[src/rtl/sa_pkg.sv]
// Shared types and sizing helpers for the systolic matrix-multiply engine.
package sa_pkg;

  typedef enum logic [1:0] {
    IDLE,
    LOAD,
    COMPUTE,
    DRAIN
  } sa_state_e;

  function automatic int comp_cycles(input int n);
    return 3 * n - 2;
  endfunction

  function automatic int cnt_w(input int n);
    return (n < 2) ? 1 : $clog2(n);
  endfunction

endpackage

[src/rtl/sa_pe.sv]
// One output-stationary MAC cell: forwards A right and B down, one hop per cycle.
module sa_pe #(
  parameter int DW     = 8,
  parameter int AW     = 18,
  parameter int SIGNED = 0
) (
  input  logic          clk,
  input  logic          rst,
  input  logic          en_i,
  input  logic          clr_i,
  input  logic [DW-1:0] a_i,
  input  logic [DW-1:0] b_i,
  output logic [DW-1:0] a_o,
  output logic [DW-1:0] b_o,
  output logic [AW-1:0] acc_o
);

  logic          ea;
  logic          eb;
  logic [AW-1:0] ax;
  logic [AW-1:0] bx;
  logic [AW-1:0] prod;
  logic [DW-1:0] a_q;
  logic [DW-1:0] b_q;
  logic [AW-1:0] acc_q;

  // Low AW bits of the extended product are exact for both modes.
  always_comb begin
    ea   = (SIGNED != 0) && a_i[DW-1];
    eb   = (SIGNED != 0) && b_i[DW-1];
    ax   = {{(AW-DW){ea}}, a_i};
    bx   = {{(AW-DW){eb}}, b_i};
    prod = ax * bx;
  end

  always_ff @(posedge clk) begin
    if (rst) begin
      a_q   <= '0;
      b_q   <= '0;
      acc_q <= '0;
    end else begin
      a_q <= a_i;
      b_q <= b_i;
      if (en_i) begin
        acc_q <= (clr_i ? '0 : acc_q) + prod;
      end
    end
  end

  assign a_o   = a_q;
  assign b_o   = b_q;
  assign acc_o = acc_q;

endmodule

[src/rtl/systolic_mm_engine.sv]
// N x N output-stationary systolic matmul: buffered load, skewed compute,
// back-pressured row-major drain.
module systolic_mm_engine
  import sa_pkg::*;
#(
  parameter int N      = 4,
  parameter int DW     = 8,
  parameter int AW     = 2 * DW + $clog2(N),
  parameter int SIGNED = 0
) (
  input  logic          clk,
  input  logic          rst,
  input  logic          start,
  input  logic          acc_clear,
  input  logic          in_valid,
  output logic          in_ready,
  input  logic [DW-1:0] a_in,
  input  logic [DW-1:0] b_in,
  output logic          out_valid,
  input  logic          out_ready,
  output logic [AW-1:0] out_data,
  output logic          out_last,
  output logic          busy,
  output logic          done
);

  localparam int COMP_CYCLES = comp_cycles(N);
  localparam int CW  = cnt_w(N);
  localparam int CCW = cnt_w(COMP_CYCLES);
  localparam logic [CW-1:0]  LAST_IDX = CW'(N - 1);
  localparam logic [CCW-1:0] LAST_CYC = CCW'(COMP_CYCLES - 1);

  sa_state_e      state_q;
  logic           clr_q;
  logic           in_ready_q;
  logic           busy_q;
  logic           done_q;
  logic           out_valid_q;
  logic           out_last_q;
  logic [AW-1:0]  out_data_q;
  logic [CW-1:0]  lr_q;
  logic [CW-1:0]  lc_q;
  logic [CW-1:0]  dr_q;
  logic [CW-1:0]  dc_q;
  logic [CCW-1:0] cyc_q;

  logic [DW-1:0] a_buf_q [N][N];
  logic [DW-1:0] b_buf_q [N][N];
  logic [DW-1:0] a_inj [N];
  logic [DW-1:0] b_inj [N];
  logic [DW-1:0] a_pipe [N][N-1];
  logic [DW-1:0] b_pipe [N-1][N];
  logic [DW-1:0] a_edge_unused [N];
  logic [DW-1:0] b_edge_unused [N];
  logic [AW-1:0] acc_w [N][N];
  logic          pe_en;
  logic          pe_clr;

  assign pe_en  = (state_q == COMPUTE);
  assign pe_clr = pe_en && clr_q && (cyc_q == '0);

  // Edge i/j carries element k = c - i (or c - j) while it lies in 0..N-1.
  always_comb begin
    for (int i = 0; i < N; i++) begin
      a_inj[i] = '0;
      b_inj[i] = '0;
      for (int k = 0; k < N; k++) begin
        if (pe_en && (cyc_q == CCW'(i + k))) begin
          a_inj[i] = a_buf_q[i][k];
          b_inj[i] = b_buf_q[k][i];
        end
      end
    end
  end

  for (genvar i = 0; i < N; i++) begin : g_row
    for (genvar j = 0; j < N; j++) begin : g_col
      logic [DW-1:0] a_src;
      logic [DW-1:0] b_src;
      logic [DW-1:0] a_nxt;
      logic [DW-1:0] b_nxt;

      if (j == 0) begin : g_aw
        assign a_src = a_inj[i];
      end else begin : g_aw
        assign a_src = a_pipe[i][j-1];
      end

      if (i == 0) begin : g_bn
        assign b_src = b_inj[j];
      end else begin : g_bn
        assign b_src = b_pipe[i-1][j];
      end

      if (j < N - 1) begin : g_ae
        assign a_pipe[i][j] = a_nxt;
      end else begin : g_ae
        assign a_edge_unused[i] = a_nxt;
      end

      if (i < N - 1) begin : g_be
        assign b_pipe[i][j] = b_nxt;
      end else begin : g_be
        assign b_edge_unused[j] = b_nxt;
      end

      sa_pe #(
        .DW     (DW),
        .AW     (AW),
        .SIGNED (SIGNED)
      ) u_pe (
        .clk   (clk),
        .rst   (rst),
        .en_i  (pe_en),
        .clr_i (pe_clr),
        .a_i   (a_src),
        .b_i   (b_src),
        .a_o   (a_nxt),
        .b_o   (b_nxt),
        .acc_o (acc_w[i][j])
      );
    end
  end

  always_ff @(posedge clk) begin
    if (rst) begin
      state_q     <= IDLE;
      clr_q       <= 1'b0;
      in_ready_q  <= 1'b0;
      busy_q      <= 1'b0;
      done_q      <= 1'b0;
      out_valid_q <= 1'b0;
      out_last_q  <= 1'b0;
      out_data_q  <= '0;
      lr_q        <= '0;
      lc_q        <= '0;
      dr_q        <= '0;
      dc_q        <= '0;
      cyc_q       <= '0;
      for (int i = 0; i < N; i++) begin
        for (int j = 0; j < N; j++) begin
          a_buf_q[i][j] <= '0;
          b_buf_q[i][j] <= '0;
        end
      end
    end else begin
      done_q <= 1'b0;
      unique case (state_q)
        IDLE: begin
          if (start) begin
            state_q    <= LOAD;
            clr_q      <= acc_clear;
            in_ready_q <= 1'b1;
            busy_q     <= 1'b1;
            lr_q       <= '0;
            lc_q       <= '0;
          end
        end
        LOAD: begin
          if (in_valid && in_ready_q) begin
            a_buf_q[lr_q][lc_q] <= a_in;
            b_buf_q[lc_q][lr_q] <= b_in;
            if (lc_q == LAST_IDX) begin
              lc_q <= '0;
              if (lr_q == LAST_IDX) begin
                state_q    <= COMPUTE;
                in_ready_q <= 1'b0;
                cyc_q      <= '0;
              end else begin
                lr_q <= lr_q + CW'(1);
              end
            end else begin
              lc_q <= lc_q + CW'(1);
            end
          end
        end
        COMPUTE: begin
          if (cyc_q == LAST_CYC) begin
            state_q <= DRAIN;
            dr_q    <= '0;
            dc_q    <= '0;
          end else begin
            cyc_q <= cyc_q + CCW'(1);
          end
        end
        DRAIN: begin
          if (out_valid_q && out_ready && out_last_q) begin
            state_q     <= IDLE;
            out_valid_q <= 1'b0;
            out_last_q  <= 1'b0;
            busy_q      <= 1'b0;
            done_q      <= 1'b1;
          end else if (!out_valid_q || out_ready) begin
            // Output register refills only when empty or being consumed.
            out_data_q  <= acc_w[dr_q][dc_q];
            out_last_q  <= (dr_q == LAST_IDX) && (dc_q == LAST_IDX);
            out_valid_q <= 1'b1;
            if (dc_q == LAST_IDX) begin
              dc_q <= '0;
              dr_q <= dr_q + CW'(1);
            end else begin
              dc_q <= dc_q + CW'(1);
            end
          end
        end
        default: state_q <= IDLE;
      endcase
    end
  end

  assign in_ready  = in_ready_q;
  assign busy      = busy_q;
  assign done      = done_q;
  assign out_valid = out_valid_q;
  assign out_last  = out_last_q;
  assign out_data  = out_data_q;

endmodule

[config.mk]
export PLATFORM = sky130hd
export DESIGN_NAME = systolic_mm_engine
export DESIGN_NICKNAME = d
export VERILOG_FILES = /design/src/rtl/sa_pkg.sv /design/src/rtl/sa_pe.sv /design/src/rtl/systolic_mm_engine.sv
export SDC_FILE = /design/constraint.sdc
export NUM_CORES = 2
export LEC_CHECK = 0
export CORE_UTILIZATION = 62
export DETAILED_ROUTE_END_ITERATION = 10
export MAX_ROUTING_LAYER = met4
export PLACE_DENSITY = 0.77
export RECOVER_POWER = 25
export SETUP_SLACK_MARGIN = 0.4
export SLEW_MARGIN = 20
export SYNTH_ARGS = -nofsm -noshare
export SYNTH_HDL_FRONTEND = slang
export SYNTH_HIERARCHICAL = 1
export SYNTH_SLANG_ARGS = --single-unit
[constraint.sdc]
create_clock -name clk -period 19.5 [get_ports clk]
set_input_delay 2.925 -clock clk [delete_from_list [all_inputs] [get_ports clk]]
set_output_delay 2.925 -clock clk [all_outputs]
set_load 0.1 [all_outputs]
==> impl_metrics.tcl <==
set metrics [dict create \
    crit_family "buffers and inverters" \
    fin_crit_ps 10540 \
    multi_input_area_um2 51300 \
    path_buf_inv 3 \
    antenna_found_initial 3 \
    syn-cell-area_um2 75700 \
    cts_hold_buf 0 \
    clkSinkCount 774 \
    placed_area_um2 77200 \
    endpoint_kind "flop" \
    power_frac_comb_pct 17.0 \
    cts_htree_levels 3 \
    cts_tree "done" \
    slew_violations 513 \
    numCtsBuffers 86 \
    areaGrowthSynthToFinish_pct 5.75 \
    die_area_um2 123000 \
    grt_max_degree 195 \
    drive_gt1_share_pct 4.80 \
    worst_path_largest_cell_delay_ps 2420 \
    crit_type "input pin to flop" \
    setup_viol 0 \
    fillers 9635 \
    avgRoutedWirePerCell_um 20.0 \
    grt_pass1_vias 57500 \
    power_density_nw_per_um2 51.9 \
    peakVddDrop_mv 0.0714 \
    cellInternalPower_mw 2.91 \
    setup.worst_path.start_class "input pin" \
    postRouteAntennaNets 0 \
    syn_inst 8087 \
    num_vias 56400 \
    initial_core_util_pct 62.8 \
    switching_power_mw 1.24 \
    skew_ps 32.8 \
    cts_root_buffer "clkbuf_16" \
    synth.net_count 9568 \
    maxSlewHeadroom_pct -128 \
    dp_hpwl_um 147000 \
    row_count 127 \
    required_ps 20010 \
    cts_resized 0 \
    p_leak_nw 38.9 \
    cap_violations 8 \
    routed_wl_um 192000 \
    max_freq_mhz 94.9 \
    clkPwrFrac_pct 39.8 \
    p_sw_share_pct 29.9 \
    finalCritPeriodShare_pct 54.0 \
    overflow 0 \
    fin_tns_setup_ps 0 \
    rsz0062_at_grt "no" \
    final_util_pct 66.4 \
    io_buffers 44 \
    clk_latency_ps 690 \
    core_region_area_um2 120000 \
    grt_use_total_pct 32.7 \
    tightest_slew_ps 3420 \
    clk_pin_slew_worst_paths_ps 60 \
    drt_pass1_iterations 8 \
    crit_arrival_ps 11050 \
    boundaryPins 45 \
    finalHoldViolations 0 \
    place_congestion 0.936 \
    violations "max-capacitance violations, max-slew violations" \
    crit_fanout 74 \
    post-route-drc-count 0 \
    status "complete, but fails checks" \
    clockBufferDepth 3 \
    synth_warnings 6 \
    cts_setup_buffers 0 \
    path_common_cell "clkbuf_1" \
    fp.dieH_um 351 \
    hold_class "flop to flop" \
    avgSynthCellArea_um2 9.36 \
    via_per_inst 5.86 \
    drt_iter0_drc 4917 \
    fin_area_um2 80000 \
    p_seq_share_pct 43.2 \
    fin_nets 9432 \
    register_area_um2 18100 \
    cp_cell_sequence "clkbuf_1 -> clkbuf_1 -> clkbuf_1 -> or3_1 -> o221ai_1" \
    crit_slowest_cell "clkbuf_1" \
    grt_pass1_wl_um 309000 \
    die_x_um 351 \
]
==> per-stage QoR <==
stage | power (mW) | hold WS, ps | std cells | setup WS (ps)
global route | 4.30 | 511 | 9632 | 8500
finish | 4.15 | 492 | 9632 | 8960
floorplan | 2.32 | 434 | 8087 | 10780
CTS | 4.16 | 488 | 9631 | 11870
global placement | 2.50 | 469 | 9475 | 12040
detailed placement | 2.52 | 468 | 9475 | 11890
==> per-layer routing <==
layer,track usage (%),wire (um),up-vias
met4,11.2,6220,0
met1,42.7,81800,28100
met3,4.23,12900,345
met2,52.4,91300,1879
met5,-,0,-
li1,-,-,26100
==> worst register-to-register path: stages (launching register included) <==
cell and delay (ps):
dfxtp_1 330, inv_1 170, ha_4 460, nand2_1 100, buf_4 320, nor2_4 550
buf_4 600, buf_4 670, inv_1 440, nand2_1 220, fa_1 400, inv_1 80
fa_1 450, fa_1 540, inv_1 60, fa_1 480, inv_1 50, ha_1 340
a21oi_1 210, o22ai_1 180, o31ai_4 310, o21ai_1 140, nor4b_1 160, a311o_1 390
==> state kept, by name, summed over array words and instances, names as in the netlist, 2 cells and up <==
register,flops
dc_q,2
out_data,18
dr_q,2
g_row.g_col.u_pe/acc_o,288
g_row.g_col.u_pe/b_o,96
cyc_q,4
state_q,2
lr_q,2
g_row.g_col.u_pe/a_o,96
a_buf_q,128
b_buf_q,128
lc_q,2
==> layout make-up <==
cell class	count	area share, %
multi-input combinational	5663	64.1
tap	1612	2.52
clock inverter	44	0.582
clock buffer	112	2.94
antenna	1	0.00313
sequential	774	22.6
inverter	1316	6.17
timing repair buffer	110	1.16
==> placed cells by master (no fill, tap or decap), types with 256 or more instances in the layout <==
cell type and count:
ha_1 657, dfxtp_1 515, nand2_1 681, inv_1 1316
and2_1 614, fa_1 800, nor2_1 387, and3_1 276
edfxtp_1 256, nor2b_1 348
==> path summary, 6_finish.rpt <==
check / cells after the start / slack (ps) / to / from
setup / recovery: 5 / 8960 / out_data[11]$_SDFFE_PP0P_ / rst
hold / removal: 2 / 490 / g_row[0].g_col[3].u_pe/acc_o[16]$_SDFFE_PP0P_ / g_row[0].g_col[3].u_pe/acc_o[16]$_SDFFE_PP0P_
setup reg to reg: 23 / 11750 / g_row[3].g_col[1].u_pe/acc_o[15]$_SDFFE_PP0P_ / state_q[0]$_SDFFE_PP0P_
hold reg to reg: 2 / 490 / g_row[0].g_col[3].u_pe/acc_o[16]$_SDFFE_PP0P_ / g_row[0].g_col[3].u_pe/acc_o[16]$_SDFFE_PP0P_
==> power by group through the flow <==
stage | Clock [mW] | Combinational (mW) | Sequential, mW
CTS | 1.67 | 0.697 | 1.79
detailed placement | 0 | 0.693 | 1.83
finish | 1.65 | 0.706 | 1.79
global placement | 0 | 0.673 | 1.82
floorplan | 0 | 0.526 | 1.80
global route | 1.74 | 0.767 | 1.80
Note: power is estimated with default switching activity, not from simulation.
